`config.mk`:
```
export PLATFORM = sky130hd
export DESIGN_NAME = regfile
export DESIGN_NICKNAME = d
export VERILOG_FILES = /design/src/rtl/regfile_pkg.sv /design/src/rtl/regfile_scoreboard.sv /design/src/rtl/regfile.sv
export SDC_FILE = /design/constraint.sdc
export NUM_CORES = 2
export LEC_CHECK = 0
export ABC_AREA = 1
export CAP_MARGIN = 20
export CORE_UTILIZATION = 50
export DETAILED_ROUTE_END_ITERATION = 6
export PLACE_DENSITY = 0.67
export SLEW_MARGIN = 20
export SYNTH_ARGS = -nofsm -noshare
export SYNTH_HDL_FRONTEND = slang
export SYNTH_SLANG_ARGS = --single-unit
```
`constraint.sdc`:
```
create_clock -name clk -period 57.2 [get_ports clk]
set_input_delay 11.44 -clock clk [delete_from_list [all_inputs] [get_ports clk]]
set_output_delay 11.44 -clock clk [all_outputs]
set_load 0.01 [all_outputs]
```
`src/rtl/regfile_pkg.sv`:
```
// ============================================================================
// Module : regfile_pkg
// Brief  : Shared sizes, read-source encoding and helper for the register file.
// Rev    : 1.0
// ============================================================================
`default_nettype none

package regfile_pkg;

    localparam int REG_NUM      = 32;
    localparam int REG_NUM_LOG2 = 5;
    localparam int REG_W        = 32;

    typedef enum logic [1:0] {
        RD_SRC_ZERO   = 2'd0,
        RD_SRC_BYPASS = 2'd1,
        RD_SRC_ARRAY  = 2'd2
    } rd_src_e;

    // Read-port source selection in priority order: reset, disabled, r0, bypass, array.
    function automatic rd_src_e rd_src_sel(
        input logic rst_i,
        input logic re_i,
        input logic addr_nz_i,
        input logic bypass_i
    );
        if (rst_i || !re_i || !addr_nz_i) begin
            return RD_SRC_ZERO;
        end
        if (bypass_i) begin
            return RD_SRC_BYPASS;
        end
        return RD_SRC_ARRAY;
    endfunction

endpackage

`default_nettype wire

```
`src/rtl/regfile_scoreboard.sv`:
```
// ============================================================================
// Module : regfile_scoreboard
// Brief  : Busy-bit scoreboard for in-flight loads plus per-port stall flags.
// Rev    : 1.0
// ============================================================================
`default_nettype none

module regfile_scoreboard
    import regfile_pkg::*;
#(
    parameter int NUM_REGS = REG_NUM,
    parameter int ADDR_W   = REG_NUM_LOG2
) (
    input  logic                clk,
    input  logic                rst,
    input  logic                we,
    input  logic [ADDR_W-1:0]   waddr,
    input  logic                sb_set_i,
    input  logic [ADDR_W-1:0]   sb_addr_i,
    input  logic                flush_i,
    input  logic                re1,
    input  logic [ADDR_W-1:0]   raddr1,
    input  logic                re2,
    input  logic [ADDR_W-1:0]   raddr2,
    output logic                reg1_busy_o,
    output logic                reg2_busy_o,
    output logic [NUM_REGS-1:0] busy_vec_o
);

    logic [NUM_REGS-1:0] busy_q;
    logic [NUM_REGS-1:0] busy_d;

    function automatic logic busy_at(
        input logic [NUM_REGS-1:0] vec,
        input logic [ADDR_W-1:0]   addr
    );
        logic hit;
        hit = 1'b0;
        for (int i = 0; i < NUM_REGS; i++) begin
            if (addr == ADDR_W'(i)) begin
                hit = vec[i];
            end
        end
        return hit;
    endfunction

    // Set is applied after clear so a newer producer wins over the retiring one.
    always_comb begin
        busy_d = busy_q;
        if (flush_i) begin
            busy_d = '0;
        end else begin
            for (int i = 1; i < NUM_REGS; i++) begin
                if (we && (waddr == ADDR_W'(i))) begin
                    busy_d[i] = 1'b0;
                end
                if (sb_set_i && (sb_addr_i == ADDR_W'(i))) begin
                    busy_d[i] = 1'b1;
                end
            end
        end
        busy_d[0] = 1'b0;
    end

    always_ff @(posedge clk or posedge rst) begin
        if (rst) begin
            busy_q <= '0;
        end else begin
            busy_q <= busy_d;
        end
    end

    // A write-back this cycle satisfies the operand through the bypass.
    always_comb begin
        reg1_busy_o = !rst && re1 && (raddr1 != '0) && busy_at(busy_q, raddr1)
                      && !(we && (waddr == raddr1));
        reg2_busy_o = !rst && re2 && (raddr2 != '0) && busy_at(busy_q, raddr2)
                      && !(we && (waddr == raddr2));
    end

    assign busy_vec_o = busy_q;

endmodule

`default_nettype wire

```
`src/rtl/regfile.sv`:
```
// ============================================================================
// Module : regfile
// Brief  : Two-read / one-write register file with write-through bypass and
//          load-use busy scoreboard.
// Rev    : 1.0
// ============================================================================
`default_nettype none

module regfile
    import regfile_pkg::*;
#(
    parameter int NUM_REGS = REG_NUM,
    parameter int ADDR_W   = REG_NUM_LOG2,
    parameter int DATA_W   = REG_W
) (
    input  logic                clk,
    input  logic                rst,
    input  logic                we,
    input  logic [ADDR_W-1:0]   waddr,
    input  logic [DATA_W-1:0]   wdata,
    input  logic                re1,
    input  logic [ADDR_W-1:0]   raddr1,
    output logic [DATA_W-1:0]   rdata1,
    input  logic                re2,
    input  logic [ADDR_W-1:0]   raddr2,
    output logic [DATA_W-1:0]   rdata2,
    input  logic                sb_set_i,
    input  logic [ADDR_W-1:0]   sb_addr_i,
    input  logic                flush_i,
    output logic                reg1_busy_o,
    output logic                reg2_busy_o,
    output logic [NUM_REGS-1:0] busy_vec_o
);

    logic [DATA_W-1:0] regs_q [NUM_REGS];
    logic [DATA_W-1:0] regs_d [NUM_REGS];

    always_comb begin
        regs_d = regs_q;
        for (int i = 1; i < NUM_REGS; i++) begin
            if (we && (waddr == ADDR_W'(i))) begin
                regs_d[i] = wdata;
            end
        end
        regs_d[0] = '0;
    end

    always_ff @(posedge clk or posedge rst) begin
        if (rst) begin
            for (int i = 0; i < NUM_REGS; i++) begin
                regs_q[i] <= '0;
            end
        end else begin
            regs_q <= regs_d;
        end
    end

    logic              w_re    [2];
    logic [ADDR_W-1:0] w_raddr [2];

    assign w_re[0]    = re1;
    assign w_re[1]    = re2;
    assign w_raddr[0] = raddr1;
    assign w_raddr[1] = raddr2;

    for (genvar p = 0; p < 2; p++) begin : g_rd_port
        logic [DATA_W-1:0] arr_word;
        logic [DATA_W-1:0] rdata_p;
        rd_src_e           src;

        always_comb begin
            arr_word = '0;
            for (int i = 0; i < NUM_REGS; i++) begin
                if (w_raddr[p] == ADDR_W'(i)) begin
                    arr_word = regs_q[i];
                end
            end
        end

        always_comb begin
            src = rd_src_sel(rst, w_re[p], (w_raddr[p] != '0),
                             (we && (waddr == w_raddr[p])));
            case (src)
                RD_SRC_BYPASS: rdata_p = wdata;
                RD_SRC_ARRAY:  rdata_p = arr_word;
                default:       rdata_p = '0;
            endcase
        end
    end

    assign rdata1 = g_rd_port[0].rdata_p;
    assign rdata2 = g_rd_port[1].rdata_p;

    regfile_scoreboard #(
        .NUM_REGS (NUM_REGS),
        .ADDR_W   (ADDR_W)
    ) u_scoreboard (
        .clk         (clk),
        .rst         (rst),
        .we          (we),
        .waddr       (waddr),
        .sb_set_i    (sb_set_i),
        .sb_addr_i   (sb_addr_i),
        .flush_i     (flush_i),
        .re1         (re1),
        .raddr1      (raddr1),
        .re2         (re2),
        .raddr2      (raddr2),
        .reg1_busy_o (reg1_busy_o),
        .reg2_busy_o (reg2_busy_o),
        .busy_vec_o  (busy_vec_o)
    );

endmodule

`default_nettype wire
```
---- Word level (Yosys, flattened, before mapping) ----
Cells that the tools add are included.
word-level totals
  memory bits (read-only) ................. 0
  output and inout port bits .............. 98
  input bits .............................. 59
  register bits after elaboration ......... 1023
  memory bits (writable) .................. 0
  bits in latches ......................... 0
  memories ................................ 0
operators by class
  bitwise operators ....................... 0
  $lt $le $gt $ge ......................... 0
  $mul .................................... 0
  mux-type cells .......................... 203
  reduce and logical (&&, ||, !) cells .... 116
  add/sub/neg operators ................... 0
  equal/unequal tests ..................... 130
  div/mod/pow operators ................... 0
  shifts and indexed selects .............. 0
operators with widths
  kind                number
  $mux 32             62
  $eq 5x5->1 const B  64
  $eq 5x4->1 const B  32
  $mux 1              130
  $pmux 32 s2         2
  $reduce_bool 3->1   31
  $eq 5x3->1 const B  16
  $logic_and 1x1->1   72
  $eq 5x2->1 const B  8
  $mux 31             1
  $eq 5x1->1 const B  4
  $mux 2              8
  $eq 5x5->1          2
  $reduce_bool 5->1   2
  $logic_not 1->1     7
  $eq 2x1->1 const B  2
  $eq 2x2->1 const B  2
  $logic_or 1x1->1    4

---- Depth between registers and ports, before layout ----
  word-level depth ........................ 34
  depth in mapped cells ................... 25
  gate-level depth less buffers ........... 24

---- By module ----
From an unflattened synthesis, not the netlist that was laid out.
unflattened totals
  cell total of the unflattened synthesis .. 7862
  area, all modules ....................... 54880.1 µm²
modules (own cells, without submodules)
  module              instances  area an instance (µm²)  cells an instance
  regfile             1          52278.9                 7436
  regfile_scoreboard  1          2601.2                  426

---- Least setup slack after synthesis ----
Ideal clock, no wire load.
  path type ............................... input to output
  start point ............................. input port rst
  end point ............................... output port rdata2[15]
  stages .................................. 6
  setup slack ............................. 8833 ps
  data arrival time ....................... 36927 ps
  cells stage by stage .................... inv_1 -> nand4_1 -> clkbuf_1 -> a21oi_1 -> nand2_1 -> nand2_1
between the ends
  cells in the longest elaborated chain, start to end .. 6
  elaborated cells between the ends (all ways) .. 7
  those cells by class .................... eq/ne: 2; mux: 3; reduce/logical: 2
RTL lines
  what                                             RTL line           text
  from (decl)                                      regfile.sv:17      input logic rst,
  $logic_or 1x1->1 * (2 in a row)                  regfile_pkg.sv:27  if (rst_i || !re_i || !addr_nz_i) begin
  $mux 1 *                                         regfile_pkg.sv:27
  $mux 2 *                                         regfile_pkg.sv:30  if (bypass_i) begin
  $eq 2x2->1 / $eq 2x1->1 (equally long branches)  regfile.sv:83      case (src)
  $pmux 32 s2 *                                    regfile.sv:83
  to (decl)                                        regfile.sv:26      output logic [DATA_W-1:0] rdata2,
Every way passes the cells marked *; elsewhere a longest branch is shown, timed or not.

---- Worst setup path in the final report ----
  start point ............................. input port raddr2[4]
  end point ............................... output port rdata2[6]
between the ends
  cells in the longest elaborated chain, start to end .. 33
  elaborated cells between the ends (all ways) .. 76
  those cells by class .................... eq/ne: 34; mux: 38; reduce/logical: 4
RTL lines
  what                   RTL line       text
  from (decl)            regfile.sv:25  input logic [ADDR_W-1:0] raddr2,
  $eq 5x1->1             regfile.sv:74  if (w_raddr[p] == ADDR_W'(i)) begin
  $mux 32 (31 in a row)  regfile.sv:74
  $pmux 32 s2 *          regfile.sv:83
Every way passes the cells marked *; elsewhere a longest branch is shown, timed or not. The select of a mux whose other input is x is not followed.

==> summary.txt <==
Outcome
  • Status: complete, but fails checks
  • Failing checks: DRC

GRT
  • First-pass GRT wire length: between 300 and 400 mm
  • GRT Total Usage: about two fifths
  • Initial antenna violation count: 5
  • Total grt overflow: 0
  • Largest net degree at the start of global routing: 89
  • Vias in the first global route: ~50000

Worst setup path
  • CP max FO: between 60 and 70
  • Critical Path Slowest Stage Cell: nand2_1
  • Most used cell, CP: nand2_1
  • Setup crit end kind: output pin
  • CP required: approximately 46000 ps
  • Critical path class: in -> out
  • Worst path bufs/invs: 7
  • Largest delay share family, worst path: simple AND/OR/NAND/NOR gates
  • Worst path max stage delay: approximately 630 ps
  • Startpoint types: input pin
  • Data arrival, critical path: roughly 17000 ps

Yosys
  • Ys async rst share: between 90% and 100%
  • Synth Register Bits: a little over 1000
  • Synth cell types: 37
  • Synth area leader: dfrtp_1
  • EDFF count, synth: 0
  • Primary FF master, synth: dfrtp_1
  • Mapped Nets: between 7000 and 8000
  • Post-synthesis sequential area ratio: between 40 and 50%
  • Share of the synthesized area in the top cell type: a little under half
  • Mapped Cells: about 7800
  • Avg Inst Size Synth: 6.990 um^2
  • Synthesized cell area: 54600 um^2
  • Syn. warnings: 0
  • Ranking of synthesized cells by area: dfrtp_1 (47%), nand2_1 (20%), o21ai_0 (10%), nand4_1 (5.2%), nor2_1 (5.1%)

Clocking
  • CTS Hold Bufs: 0
  • Root buf cell: clkbuf_16
  • Clock buffer depth: 3
  • Clock slew at reported path FFs: roughly 60 ps
  • Setup bufs post-CTS: 0
  • Num CTS Buffers: approximately 110
  • CTS tree: built
  • Clock sink count: 1023
  • H-Tree Depth: 3
  • Clk Latency, worst-skew pair: 710 ps
  • Post-cts gate resize count: 0

Finish
  • Layout cell share with drive strength beyond 1: 6.566%
  • Reg area: roughly 26000 um^2
  • # nets final: around 7700
  • Filler Cells Inserted: 10230
  • Final design utilization: 56.52%
  • Commonest non-fill, non-tap cells in the layout: nand2_1 (2869), o21ai_0 (1102), dfrtp_1 (1023)
  • Area Growth Syn to Fin: 11.45%
  • Commonest non-fill, non-tap cell in the layout: nand2_1
  • Footprint of the multi-input gates: between 20000 and 25000 um^2

Timing
  • Max-slew headroom: 20.52%
  • Worst-margin pin slew: about 1200 ps
  • RSZ-0062 raised after global routing: no
  • Max Slew Vio Count: 0
  • Final hold viol count: 0
  • Highest clock rate: between 0.03 and 0.04 GHz
  • Setup violators final: 0
  • Tcrit/Tclk final: 49.82%
  • Fin crit period: around 28000 ps
  • Setup TNS: 0 ps
  • Skew final: 0 ps

Floorplan
  • Cell row count: 120
  • DIE AREA: about 110000 um^2
  • # IOs: about 160
  • Die Width: 332.5 um
  • Die Height: about 330 um
  • Core Area: ~110000 um^2
  • Initial Util: 50.72%

Route
  • DR vias: 54513
  • Pre-antenna DRT Iters: 7
  • Avg WL per Cell: roughly 25 um
  • DRT Wirelength: about 230 mm
  • DR iter-0 viols: approximately 8000
  • DR DRC count: 12
  • ANT nets after route: 0
  • Via density: ~6

Place
  • Count of input and output buffers: roughly 160
  • DP HPWL: about 150 mm
  • GPL Wtd Cong: 1.031

Flow run
  • Max-cap violation count: 0

Power
  • Leak pwr: approximately 28 nW
  • Peak VDD IR: between 0.02 and 0.025 mV
  • PwrDens: 32.86 nW/um^2
  • Total Power: around 0.002 W

Hold path
  • Min-delay worst type: reg -> reg
-- synth_stat cells, types with 4 or more instances --
cell / instances
buf_4: 11
inv_2: 20
o2111ai_1: 20
buf_2: 56
nand4_1: 452
nor2_1: 741
dfrtp_1: 1023
clkbuf_1: 465
or2_2: 61
buf_1: 13
nor2_4: 6
a21oi_1: 145
buf_6: 5
nor3_1: 10
nand2_1: 2898
nor2_2: 17
o21ai_0: 1102
nand3_1: 148
clkinv_1: 4
inv_1: 569
or2_0: 18
-- worst min-delay path, stage by stage (launching register included) --
cell,delay [ps]
dfrtp_1,340
nand2_1,50
o21ai_0,60
-- routing by layer --
layer / track usage (%) / part of all wire (%) / wire length [um] / up-vias
li1: - / - / - / 24642
met1: 53.86 / 38 / 87540 / 25764
met2: 59.33 / 42 / 96660 / 3461
met3: 10.34 / 12 / 26880 / 644
met4: 26.59 / 7.4 / 16760 / 2
met5: 0 / 0.0057 / 13 / -
-- worst paths after layout --
kind	cells past startpoint	end	start	slack, ps
max in group asynchronous	7	regs_q[576]	rst	41120
max	25	rdata2[6]	raddr2[4]	28700
max reg2reg	2	u_scoreboard.busy_vec_o[26]	u_scoreboard.busy_vec_o[26]	56160
min	2	regs_q[516]	regs_q[516]	480
min in group asynchronous	2	regs_q[28]	rst	11240
min reg2reg	2	regs_q[516]	regs_q[516]	480
-- cells by family (layout without fill, tap and decap cells) --
| group | after synthesis | after routing | synth area share [%] |
|---|---|---|---|
| AND/OR/NAND/NOR | 4364 | 4364 | 33.06 |
| AO/OA/AOI/OAI | 1274 | 1274 | 11.84 |
| buffers and inverters | 1145 | 1101 | 8.151 |
| flip-flops | 1023 | 1023 | 46.88 |
| XOR/XNOR | 4 | 4 | 0.06417 |
| other | 1 | 7 | 0.006868 |
-- final cells by class --
| type | count | area share [%] |
|---|---|---|
| sequential | 1023 | 42.07 |
| multi-input combinational | 5643 | 40.72 |
| clock buffer | 170 | 5.679 |
| timing repair buffer | 304 | 4.478 |
| inverter | 594 | 3.681 |
| tap | 1403 | 2.885 |
| clock inverter | 33 | 0.4626 |
| antenna | 6 | 0.02467 |
-- state kept, by name, summed over array words and instances, names as in the netlist --
signal and flops:
regs_q 992, u_scoreboard.busy_vec_o 31
-- power breakdown --
part	internal (W)	leakage [nW]	switching, W
registers	0.000855	13.3	0.000104
logic	0.0000959	12.7	0.000204
clock network	0.000428	1.86	0.000314
-- stage by stage --
| step | cells | cell area [um^2] | setup slack [ps] | hold WS [ps] |
|---|---|---|---|---|
| after floorplan | 7811 | 54600 | 8833 | 453.0 |
| after global placement | 8962 | 57010 | 28930 | 465.8 |
| after CTS | 9167 | 60780 | 28900 | 486.9 |
| after global routing | 9170 | 60840 | 28550 | 494.6 |
| final | 9176 | 60850 | 28700 | 482.3 |
| after detailed placement | 8964 | 57040 | 28910 | 472.3 |
Note: power is estimated with default switching activity, not from simulation.
